File: src/rtl/mul_share_pkg.sv
// Shared types and sizes for the time-shared nibble multiplier arbiter.
package mul_share_pkg;

    localparam int unsigned NREQ   = 2;
    localparam int unsigned NIB    = 4;
    localparam int unsigned PROD_W = 16;

    // IDLE waits for a grant; P0..P3 each push one partial product through the multiplier
    typedef enum logic [2:0] {
        IDLE,
        P0,
        P1,
        P2,
        P3
    } state_e;

endpackage

File: src/rtl/nib_mul4.sv
// Purely combinational 4x4 unsigned multiplier; the single shared resource.
module nib_mul4
    import mul_share_pkg::*;
(
    input  logic [NIB-1:0]   a_i,
    input  logic [NIB-1:0]   b_i,
    output logic [2*NIB-1:0] p_o
);

    assign p_o = {{NIB{1'b0}}, a_i} * {{NIB{1'b0}}, b_i};

endmodule

File: src/rtl/mul_share_arbiter.sv
// Arbitrates two 8x8 multiply requests onto one 4x4 multiplier, sequencing the four
// partial products over P0..P3 and accumulating them into a 16-bit product.
module mul_share_arbiter
    import mul_share_pkg::*;
#(
    parameter bit ROUND_ROBIN = 1'b1
) (
    input  logic                clk,
    input  logic                rst,
    input  logic                en,
    input  logic [NREQ-1:0]     req_valid,
    input  logic [NREQ*8-1:0]   req_a,
    input  logic [NREQ*8-1:0]   req_b,
    output logic [NREQ-1:0]     req_ready,
    output logic                busy,
    output logic [PROD_W-1:0]   prod,
    output logic                prod_valid,
    output logic                prod_id
);

    state_e              state_q, state_d;
    logic                last_grant_q, last_grant_d;
    logic [7:0]          a_q, a_d;
    logic [7:0]          b_q, b_d;
    logic                id_q, id_d;
    logic [PROD_W-1:0]   acc_q, acc_d;
    logic [PROD_W-1:0]   prod_q, prod_d;
    logic                prod_valid_q, prod_valid_d;
    logic                prod_id_q, prod_id_d;

    logic [NREQ-1:0]     grant;
    logic [NIB-1:0]      mul_a, mul_b;
    logic [2*NIB-1:0]    mul_p;

    // Pick a winner among valid requesters; on contention round-robin favours the one
    // not granted last, fixed priority always favours requester 0.
    always_comb begin
        grant = '0;
        if (req_valid[0] && req_valid[1]) begin
            grant = (ROUND_ROBIN && !last_grant_q) ? 2'b10 : 2'b01;
        end else if (req_valid[0]) begin
            grant = 2'b01;
        end else if (req_valid[1]) begin
            grant = 2'b10;
        end
    end

    assign req_ready  = (state_q == IDLE && en && !rst) ? grant : '0;
    assign busy       = (state_q != IDLE);
    assign prod       = prod_q;
    assign prod_valid = prod_valid_q;
    assign prod_id    = prod_id_q;

    // Route the nibble pair for the current partial product into the shared multiplier.
    always_comb begin
        mul_a = a_q[3:0];
        mul_b = b_q[3:0];
        unique case (state_q)
            P1: begin
                mul_a = a_q[7:4];
                mul_b = b_q[3:0];
            end
            P2: begin
                mul_a = a_q[3:0];
                mul_b = b_q[7:4];
            end
            P3: begin
                mul_a = a_q[7:4];
                mul_b = b_q[7:4];
            end
            default: begin
                mul_a = a_q[3:0];
                mul_b = b_q[3:0];
            end
        endcase
    end

    nib_mul4 u_nib_mul4 (
        .a_i (mul_a),
        .b_i (mul_b),
        .p_o (mul_p)
    );

    // Next-state: accept in IDLE, accumulate shifted partials, publish the sum from P3.
    // With en low everything holds except the one-cycle prod_valid pulse.
    always_comb begin
        state_d      = state_q;
        last_grant_d = last_grant_q;
        a_d          = a_q;
        b_d          = b_q;
        id_d         = id_q;
        acc_d        = acc_q;
        prod_d       = prod_q;
        prod_id_d    = prod_id_q;
        prod_valid_d = 1'b0;
        if (en) begin
            unique case (state_q)
                IDLE: begin
                    if (|(req_valid & req_ready)) begin
                        a_d          = req_ready[1] ? req_a[15:8] : req_a[7:0];
                        b_d          = req_ready[1] ? req_b[15:8] : req_b[7:0];
                        id_d         = req_ready[1];
                        last_grant_d = req_ready[1];
                        state_d      = P0;
                    end
                end
                P0: begin
                    acc_d   = {8'b0, mul_p};
                    state_d = P1;
                end
                P1: begin
                    acc_d   = acc_q + {4'b0, mul_p, 4'b0};
                    state_d = P2;
                end
                P2: begin
                    acc_d   = acc_q + {4'b0, mul_p, 4'b0};
                    state_d = P3;
                end
                P3: begin
                    prod_d       = acc_q + {mul_p, 8'b0};
                    prod_id_d    = id_q;
                    prod_valid_d = 1'b1;
                    state_d      = IDLE;
                end
                default: state_d = IDLE;
            endcase
        end
    end

    // State register; reset aborts any operation in flight without a prod_valid.
    always_ff @(posedge clk) begin
        if (rst) begin
            state_q      <= IDLE;
            last_grant_q <= 1'b1;
            a_q          <= '0;
            b_q          <= '0;
            id_q         <= 1'b0;
            acc_q        <= '0;
            prod_q       <= '0;
            prod_valid_q <= 1'b0;
            prod_id_q    <= 1'b0;
        end else begin
            state_q      <= state_d;
            last_grant_q <= last_grant_d;
            a_q          <= a_d;
            b_q          <= b_d;
            id_q         <= id_d;
            acc_q        <= acc_d;
            prod_q       <= prod_d;
            prod_valid_q <= prod_valid_d;
            prod_id_q    <= prod_id_d;
        end
    end

endmodule

File: config.mk
export PLATFORM = sky130hd
export DESIGN_NAME = mul_share_arbiter
export DESIGN_NICKNAME = d
export VERILOG_FILES = /design/src/rtl/mul_share_pkg.sv /design/src/rtl/nib_mul4.sv /design/src/rtl/mul_share_arbiter.sv
export SDC_FILE = /design/constraint.sdc
export NUM_CORES = 1
export LEC_CHECK = 0
export CAP_MARGIN = 20
export CORE_MARGIN = 2
export CORE_UTILIZATION = 41
export CTS_BUF_LIST = sky130_fd_sc_hd__clkbuf_4 sky130_fd_sc_hd__clkbuf_8
export DETAILED_ROUTE_END_ITERATION = 6
export GPL_TIMING_DRIVEN = 1
export PLACE_DENSITY = 0.72
export SLEW_MARGIN = 20
export SYNTH_ARGS = -nofsm -noshare
export SYNTH_HDL_FRONTEND = slang
export SYNTH_HIERARCHICAL = 1
export SYNTH_SLANG_ARGS = --single-unit
File: constraint.sdc
create_clock -name clk -period 4.78 [get_ports clk]
set_input_delay 1.195 -clock clk [delete_from_list [all_inputs] [get_ports clk]]
set_output_delay 1.195 -clock clk [all_outputs]
set_load 0.02 [all_outputs]
### Word level (Yosys, flattened, before mapping)

Index checks and enable logic that the tools add are counted.

| storage, ports and cells | value |
|---|---|
| input bits | 37 |
| flip-flop bits (word level) | 55 |
| word-level logic and storage cells | 48 |
| output and inout port bits | 21 |

| cells by class | value |
|---|---|
| add/sub/neg operators | 2 |
| reduce and logical (&&, ||, !) cells | 16 |
| equal/unequal tests | 5 |
| mux-type cells | 13 |
| bitwise gates (word level) | 2 |
| multipliers | 1 |

Operators by type and width:

| cell | count |
|---|---|
| one-hot mux 16 bit (2 select lines) | 1 |
| adder 16 x 12 -> 16 bit | 1 |
| adder 16 bit | 1 |
| two-way mux 8 bit | 2 |
| one-hot mux 3 bit (4 select lines) | 1 |
| two-way mux 2 bit | 5 |
| OR reduction 2 bit | 5 |
| multiplier 4 x 4 -> 8 bit | 1 |
| two-way mux 4 bit | 2 |
| == test 3 x 2 -> 1 bit (second input constant) | 2 |
| AND reduction 2 bit | 3 |
| == test 3 x 1 -> 1 bit (second input constant) | 1 |
| == test 3 bit (second input constant) | 1 |
| logical AND 1 bit | 3 |
| zero test 3 bit | 1 |
| two-way mux 3 bit | 1 |
| AND reduction 3 bit | 1 |
| nonzero test 3 bit | 1 |
| bitwise AND 2 bit | 1 |
| inequality test 2 x 1 -> 1 bit (second input constant) | 1 |
| nonzero test 2 bit | 1 |
| zero test 1 bit | 1 |
| two-way mux 1 bit | 1 |
| inverter 1 bit | 1 |

### Longest topological paths before layout

| logic depth | value |
|---|---|
| word-level depth | 8 |
| gate-level depth with buffers | 19 |
| mapped depth without buffers | 18 |

### Modules after synthesis

Netlist, hierarchy kept.

By module, submodules not included:

| module | instances | cells each | sequential area each (µm²) | area an instance (µm²) |
|---|---|---|---|---|
| mul_share_arbiter | 1 | 366 | 1,101.1 | 3,021.6 |
| nib_mul4 | 1 | 51 | 0.0 | 449.2 |

### Worst setup path before layout

OpenSTA, ideal clock, no wires.

| timing | value |
|---|---|
| kind | reg2reg |
| start point | register state_q[1] |
| end point | register acc_q[13] |
| clock period less this slack | 4.856 ns |
| required time | 4.718 ns |
| arrival time | 4.794 ns |
| slack | -0.076 ns |
| stages on the path, launching flop included | 20 |
| path buffers | 2 |
| library setup time | 0.062 ns |
| path through | dfxtp_1 buf_2 nand2b_1 clkbuf_1 a21oi_1 mux2_2 nand2_1 fa_1 inv_1 fa_1 fa_1 a21o_1 a21oi_1 xnor2_1 ha_1 or4_1 o21ai_0 o21ba_2 a2111o_1 nand3_1 |

| on the way | value |
|---|---|
| word-level cells in the longest chain between the ends | 6 |
| elaborated cells on any way between the ends | 14 |
| those cells by class | add/sub: 1; mul: 1; eq/ne: 4; mux: 3; reduce/logical: 5 |

RTL lines:

| element | line | RTL |
|---|---|---|
| from (decl) | mul_share_arbiter.sv:21 | `state_e state_q, state_d;` |
| from (signal assigned) | mul_share_arbiter.sv:143 | `state_q <= state_d;` |
| == test 3 x 2 -> 1 bit or == test 3 bit (tied branches) | mul_share_arbiter.sv:58 | `unique case (state_q)` |
| OR reduction 2 bit (no line) (*) | - |  |
| two-way mux 4 bit (*) | mul_share_arbiter.sv:58 |  |
| net mul_a[0] | mul_share_arbiter.sv:32 | `logic [NIB-1:0] mul_a, mul_b;` |
| multiplier 4 x 4 -> 8 bit (*) | nib_mul4.sv:10 | `assign p_o = {{NIB{1'b0}}, a_i} * {{NIB{1'b0}}, b_i};` |
| net mul_p[6] | mul_share_arbiter.sv:33 | `logic [2*NIB-1:0] mul_p;` |
| adder 16 x 12 -> 16 bit (*) | mul_share_arbiter.sv:112, mul_share_arbiter.sv:116 |  |
| one-hot mux 16 bit (2 select lines) (*) | mul_share_arbiter.sv:97 | `unique case (state_q)` |
| to (signal assigned) | mul_share_arbiter.sv:138 | `acc_q <= '0;` |
| to (signal assigned) | mul_share_arbiter.sv:148 | `acc_q <= acc_d;` |
| to (decl) | mul_share_arbiter.sv:26 | `logic [PROD_W-1:0] acc_q, acc_d;` |

Mark *: on every way through the listed nets, which the timed path passes. The rest lies on a longest branch.
A chain may end at the register's enable or synchronous reset.

### Worst setup path in the final report

| timing | value |
|---|---|
| start point | register state_q[2] |
| end point | register acc_q[13] |

Same word-level chain as after synthesis.

==> impl_metrics.json <==
{
  "detailedRoute.firstIterationViolations": 149,
  "worst-endpoint-arrival_ns": 4.85,
  "final-setup-viol-count": 0,
  "timing.critical_path.required_ns": 5.04,
  "postLayoutCoreUtil": 0.525,
  "track_usage": 0.185,
  "crit_path_end_kind": "register",
  "ys_async_sr_fraction": 0,
  "status": "finished, final reports clean",
  "power_switching_share": 0.285,
  "drt.antenna.violating_nets": 0,
  "path_class": "register to register",
  "tritoncts_num_sinks": 55,
  "globalRoute.totalOverflow": 0,
  "r2r_end": "acc_q[13]$_SDFFE_PP0P_",
  "r2r_setup_slack_ns": 0.19,
  "critPathCapture": "acc_q[13]$_SDFFE_PP0P_",
  "cts_inserted_buffers": 5,
  "finalPower_uw": 922,
  "post_drt_via_cell_ratio": 5.53,
  "final_critical_path_setup_slack_ns": 0.187,
  "share_comb_of_total_power": 0.175,
  "drtPass1Iterations": 4,
  "clock_path_buffers": 2,
  "ys_ff_latch": 55,
  "syn2layout_area_growth_pct": 24.2,
  "final_area_um2": 4310,
  "worst_slew_pin_slew_ns": 0.658,
  "register_area_share_after_synthesis": 0.317,
  "die_w_um": 96.0,
  "critical_path.startpoint": "state_q[2]$_SDFFE_PP0P_",
  "postSynth.topFlopCell": "sky130_fd_sc_hd__dfxtp_1",
  "net_count_of_the_mapped_netlist": 487,
  "max-slew-margin-rel": 0.560,
  "nNetsFinal": 542,
  "placement.io_buffers": 57,
  "dpl_cell_area_um2": 4180,
  "power.density_nw_per_um2": 214,
  "hold_path_depth": 2,
  "maximum_frequency_from_static_timing_analysis_ghz": 0.218,
  "pre_cts_slack_ns": -0.0228,
  "core_area_um2": 8220,
  "diodes": 0,
  "hpwl_um": 6350,
  "pwr-share-clk": 0.297,
  "total_vias_in_the_final_route": 3195,
  "place_congestion": 0.872,
  "max_cap_violations": 0,
  "synth_edf_count": 0,
  "cts-htree-levels": 2,
  "cts-root-buf": "sky130_fd_sc_hd__clkbuf_8",
  "hp-class": "register to register",
  "initial_utilization": 0.422,
  "timing.critical_path.fanout_max": 8,
  "drt-wirelength-per-cell_um": 14.1,
  "total_number_of_yosys_warnings": 6,
  "timing.hold.ws_ns": 0.459,
  "clock_latency_ns": 0.32,
  "maximum_number_of_pins_on_one_net_before_global_route_repair": 52,
  "leakage_uw": 0.00171,
  "drive_gt1_frac": 0.0846,
  "design.die.area_um2": 9220,
  "detail_route.drc_violations": 0,
  "synth.cell_area_um2": 3470,
  "worst_clock_skew_on_the_final_layout_ns": 0.00738,
  "cts_tree": "built",
  "yosysUniqueCellTypes": 55,
  "post_synth.cell_area_avg_um2": 8.32,
  "count_of_cells_along_the_worst_register_to_register_path": 17,
  "finalCritPeriodShare": 0.961,
  "fp.dieH_um": 96.0,
  "slew_violations": 0,
  "clk_transition_reported_paths_ns": 0.11,
  "grt_pass1_vias": 2930,
  "rsz_0062_raised_after_global_routing": "false",
  "period_minus_slack_ns": 4.59,
  "seq_power_share": 0.528,
  "wl_um": 8140,
  "syn-instance-count": 417,
  "rows": 33,
  "final-hold-violation-count": 0,
  "intPower_uw": 660,
  "floorplan.io_pins": 58,
  "worst_r2r_startpoint": "state_q[2]$_SDFFE_PP0P_",
  "vdd_drop_max_mv": 0.135,
  "grt_first_pass_wirelength_um": 13500,
  "antenna_found_initial": 0,
  "netSwitchingPower_uw": 262,
  "timing.critical_path.from_type": "register"
}
## state kept, by name, summed over array words and instances (netlist names)
name,count
acc_q,16
prod,16
a_q,8
b_q,8
state_q,3
id_q,1
last_grant_q,1
prod_id,1
prod_valid,1
## metrics by stage
stage | cells | TNS, ns
detailed placement | 570 | -0.0228
floorplan | 417 | 0
CTS | 578 | 0
global placement | 570 | 0
global route | 578 | 0
finish | 578 | 0
## per-layer routing
layer | wire [um] | GRT usage | up-vias
li1 | - | - | 1628
met1 | 3780 | 0.243 | 1486
met2 | 3860 | 0.313 | 75
met3 | 427 | 0.0368 | 6
met4 | 66 | 0.0393 | 0
met5 | 0 | 0 | -
## cell usage in the layout, fill, tap and decap left out, drive strengths merged, types with 4 or more instances in the layout
cell / n
o21a: 4
nand2b: 6
fa: 6
inv: 16
and2: 13
mux2: 7
o211ai: 4
nor3: 11
mux2i: 5
nand3: 8
a21oi: 25
a211oi: 30
a21o: 4
buf: 14
ha: 27
nand2: 34
clkdlybuf4s50: 56
o22ai: 17
nor2: 45
nor2b: 6
clkbuf: 5
or3: 4
o21ai: 18
and4: 4
dfxtp: 55
xnor2: 6
## cell families after synthesis
logic type               Yosys count  synth area share
multiplexers                      12            0.0371
buffers and inverters             38            0.0436
flip-flops                        55             0.317
XOR/XNOR                           8            0.0202
AND/OR/NAND/NOR                  150             0.218
adder cells (fa/ha/maj)           33             0.132
AO/OA/AOI/OAI                    121             0.232
## worst min-delay path by stage
stage / slack [ns] / endpoint / startpoint
6_report: 0.46 / prod_id$_SDFFE_PP0P_ / id_q$_SDFFE_PP0P_
5_1_grt: 0.48 / prod[1]$_SDFFE_PP0P_ / prod[1]$_SDFFE_PP0P_
4_1_cts: 0.46 / prod[6]$_SDFFE_PP0P_ / prod[6]$_SDFFE_PP0P_
3_5_place_dp: 0.45 / prod[6]$_SDFFE_PP0P_ / prod[6]$_SDFFE_PP0P_
3_3_place_gp: 0.45 / prod[7]$_SDFFE_PP0P_ / prod[7]$_SDFFE_PP0P_
2_1_floorplan: 0.43 / prod_id$_SDFFE_PP0P_ / id_q$_SDFFE_PP0P_
## critical path: stages, from the launching register on
cell,delay [ns]
sky130_fd_sc_hd__dfxtp_2,0.36
sky130_fd_sc_hd__nand2b_1,0.20
sky130_fd_sc_hd__a21oi_4,0.27
sky130_fd_sc_hd__mux2_4,0.35
sky130_fd_sc_hd__nand2_1,0.10
sky130_fd_sc_hd__fa_1,0.42
sky130_fd_sc_hd__inv_1,0.08
sky130_fd_sc_hd__fa_1,0.46
sky130_fd_sc_hd__fa_2,0.42
sky130_fd_sc_hd__a21o_1,0.19
sky130_fd_sc_hd__a21oi_2,0.14
sky130_fd_sc_hd__xnor2_1,0.09
sky130_fd_sc_hd__ha_1,0.22
sky130_fd_sc_hd__or4_1,0.46
sky130_fd_sc_hd__o21ai_0,0.08
sky130_fd_sc_hd__o21ba_2,0.21
sky130_fd_sc_hd__a2111o_1,0.40
sky130_fd_sc_hd__nand3_1,0.08
## cells in the mapped netlist, types with 3 or more instances
master                      n  area, um^2
sky130_fd_sc_hd__and4_1     4        35.0
sky130_fd_sc_hd__ha_1      27         338
sky130_fd_sc_hd__clkbuf_1  14        52.6
sky130_fd_sc_hd__a31oi_1    3        18.8
sky130_fd_sc_hd__and3_1     3        18.8
sky130_fd_sc_hd__dfxtp_1   55        1100
sky130_fd_sc_hd__a2111o_1   3        33.8
sky130_fd_sc_hd__nand2b_1   6        37.5
sky130_fd_sc_hd__or3_1      4        25.0
sky130_fd_sc_hd__nand2_1   34         128
sky130_fd_sc_hd__mux2_2     7        78.8
sky130_fd_sc_hd__a211oi_1  30         225
sky130_fd_sc_hd__xnor2_1    6        52.6
sky130_fd_sc_hd__o21a_1     4        30.0
sky130_fd_sc_hd__o211ai_1   4        30.0
sky130_fd_sc_hd__nor2b_1    6        37.5
sky130_fd_sc_hd__mux2i_1    5        50.1
sky130_fd_sc_hd__o22ai_1   17         106
sky130_fd_sc_hd__nor3_1    11        55.1
sky130_fd_sc_hd__nand4_1    3        18.8
sky130_fd_sc_hd__nor2_1    43         161
sky130_fd_sc_hd__and2_1    13        81.3
sky130_fd_sc_hd__a21o_1     4        30.0
sky130_fd_sc_hd__a21oi_1   25         125
sky130_fd_sc_hd__buf_2      6        30.0
sky130_fd_sc_hd__inv_1     15        56.3
sky130_fd_sc_hd__fa_1       6         120
sky130_fd_sc_hd__nand3_1    8        40.0
sky130_fd_sc_hd__o21ai_0   16        80.1
## layout make-up
class	count	area, um^2
Clock buffer	5	68.8
Clock inverter	3	23.8
Fill cell	757	3910
Inverter	16	60.1
Multi-Input combinational cell	324	2250
Sequential cell	55	1110
Tap cell	105	131
Timing Repair Buffer	70	663
## power groups by stage
stage          Sequential [uW]  Clock (uW)  Combinational, uW
3_3_place_gp               498           0                155
3_5_place_dp               498           0                159
2_1_floorplan              493           0                100
6_report                   487         274                161
4_1_cts                    488         286                160
5_1_grt                    489         300                178
## timing repair
action | CTS | global route
hold buffers | 0 | 0
buffers inserted | 0 | 0
resized for setup | 1 | 13
setup endpoints to repair | 2 | 5
pin swaps | 0 | 2
No activity file was read; power rests on OpenSTA's default activity.
==> edit: new RTL, same flow settings <==
Change the package constant `NREQ` from 2 to 4.
--- a/src/rtl/mul_share_pkg.sv
+++ b/src/rtl/mul_share_pkg.sv
@@ -2,5 +2,5 @@
 package mul_share_pkg;
 
-    localparam int unsigned NREQ   = 2;
+    localparam int unsigned NREQ   = 4;
     localparam int unsigned NIB    = 4;
     localparam int unsigned PROD_W = 16;
Ports: changed (resized req_a, req_b, req_ready and req_valid); port bits go from 58 to 94. No check against the original RTL was run, so the function may have changed too.
==> edit against the unedited design <==
Core utilization grew 1.6 points. Wire length grew 2.9%. Count of clock-buffer cells in the layout grew 1. Worst setup slack gained 13 ps. Sequential cell count is the same. Synthesized area grew 0.43%. Design area grew 3.0%. Total power grew 6.7%. Critical path depth grew 1. Clock power grew 19%.
==> edit: results (changes against the unedited design) <==
* Result of the run: finished clean (unchanged)
* Number of antenna violations at the first check in global routing at 0 (unchanged)
* Deepest level of the CTS H-tree at 2 (unchanged)
* Nets at 587 (was 542)
* Worst vdd ir at 0.140 mV (was 0.135 mV)
* Share of layout cells above drive strength 1 at 11.4% (was 8.46%)
* Leakage at 1.75 nW (was 1.71 nW)
* Setup slack at placement at -83.0 ps (was -22.8 ps)
* Crit path max-delay cell type: sky130_fd_sc_hd__or4_1 (was sky130_fd_sc_hd__fa_1)
* Power share of the clock group at 33.2% (was 29.7%)
* Power share of the sequential group at 49.4% (was 52.8%)
* Arrival time at the worst endpoint at 4830 ps (was 4850 ps)
* Number of design-rule violations left by the first detailed-router iteration at 194 (was 149)
* Clk Latency, worst-skew pair at 320 ps (about the same)
* Longest individual stage delay on the worst path at 510 ps (was 460 ps)
* Vias per Instance at 5.52 (was 5.53)
* Worst-case clock buffer depth at 2 (unchanged)
* Final antenna diode count at 0 (unchanged)
* Wire length of the first global-routing pass at 14100 um (was 13500 um)
* Vias in the first global route at 3136 (was 2930)
* Cell at the root of the clock tree: sky130_fd_sc_hd__clkbuf_8 (unchanged)
* Area contributors post-synth: sky130_fd_sc_hd__dfxtp_1 (32%), sky130_fd_sc_hd__ha_1 (9.7%), sky130_fd_sc_hd__a211oi_1 (6.5%) (unchanged)
* Critical Path Fanout Max at 6 (was 8)
* Avg WL per Cell at 14.2 um (was 14.1 um)
* Power per cell area at 222 nW/um^2 (was 214 nW/um^2)
* Final GP Congestion at 0.849 (was 0.872)
* Actual transition at the worst max-transition pin at 737 ps (was 658 ps)
* Post-detailed-placement half-perimeter wirelength at 6450 um (was 6350 um)
* Post-Route Skew at 12.5 ps (was 7.38 ps)
* Post-synth cell types at 59 (was 55)
* Sequential fraction of the synthesis area at 31.6% (was 31.7%)
* Total global-route track usage at 19.1% (was 18.5%)
* Cell area after placement at 4240 um^2 (was 4180 um^2)
* Switching share of total power at 26.5% (was 28.5%)
* Top delay family on crit path: adder cells (unchanged)
edit: final cells by class:
| cell class | count | area (um^2) |
|---|---|---|
| Clock buffer | 6 | 76.3 |
| Clock inverter | 2 | 38.8 |
| Fill cell | 751 | 3780 |
| Inverter | 17 | 63.8 |
| Multi-Input combinational cell | 325 | 2290 |
| Sequential cell | 55 | 1110 |
| Tap cell | 105 | 131 |
| Timing Repair Buffer | 79 | 731 |
edit: cells by family after synthesis:
family | synth area share (%)
and+or+nand+nor | 21.6
AOI/OAI and AO/OA | 22.9
DFF | 31.6
buffers and inverters | 4.88
adders and majority gates | 13.1
muxes | 3.70
xor gates and xnor gates | 2.01
other | 0.108
edit: repair_timing:
item / 4_1_cts / 5_1_grt
pin swaps: 1 / 4
hold buffers: 0 / 0
endpoints found under the setup margin: 4 / 4
resized for setup: 6 / 15
setup buffers: 0 / 1
edit: metrics by stage:
step | setup TNS, ps | utilization, % | hold WS, ps | std cells
after floorplan | 0 | - | 428 | 421
after global placement | 0 | 51.6 | 446 | 580
after detailed placement | -207 | 51.6 | 447 | 580
after CTS | 0 | 53.2 | 462 | 588
after global routing | 0 | 54.0 | 482 | 589
final | 0 | 54.0 | 460 | 589
edit: final timing paths:
| kind | startpoint | endpoint | slack [ps] | depth (start not counted) |
|---|---|---|---|---|
| max | state_q[0] | acc_q[13] | 200 | 18 |
| min | prod_id | prod_id | 460 | 2 |
| min reg2reg | prod_id | prod_id | 460 | 2 |
| max reg2reg | state_q[0] | acc_q[13] | 200 | 18 |
edit: layer usage:
metal,share of wire (%),global-route usage [%],vias up
li1,-,-,1654
met1,45,23.4,1516
met2,49,34.1,70
met3,4.8,2.98,14
met4,1.8,5.60,0
met5,0,0,-
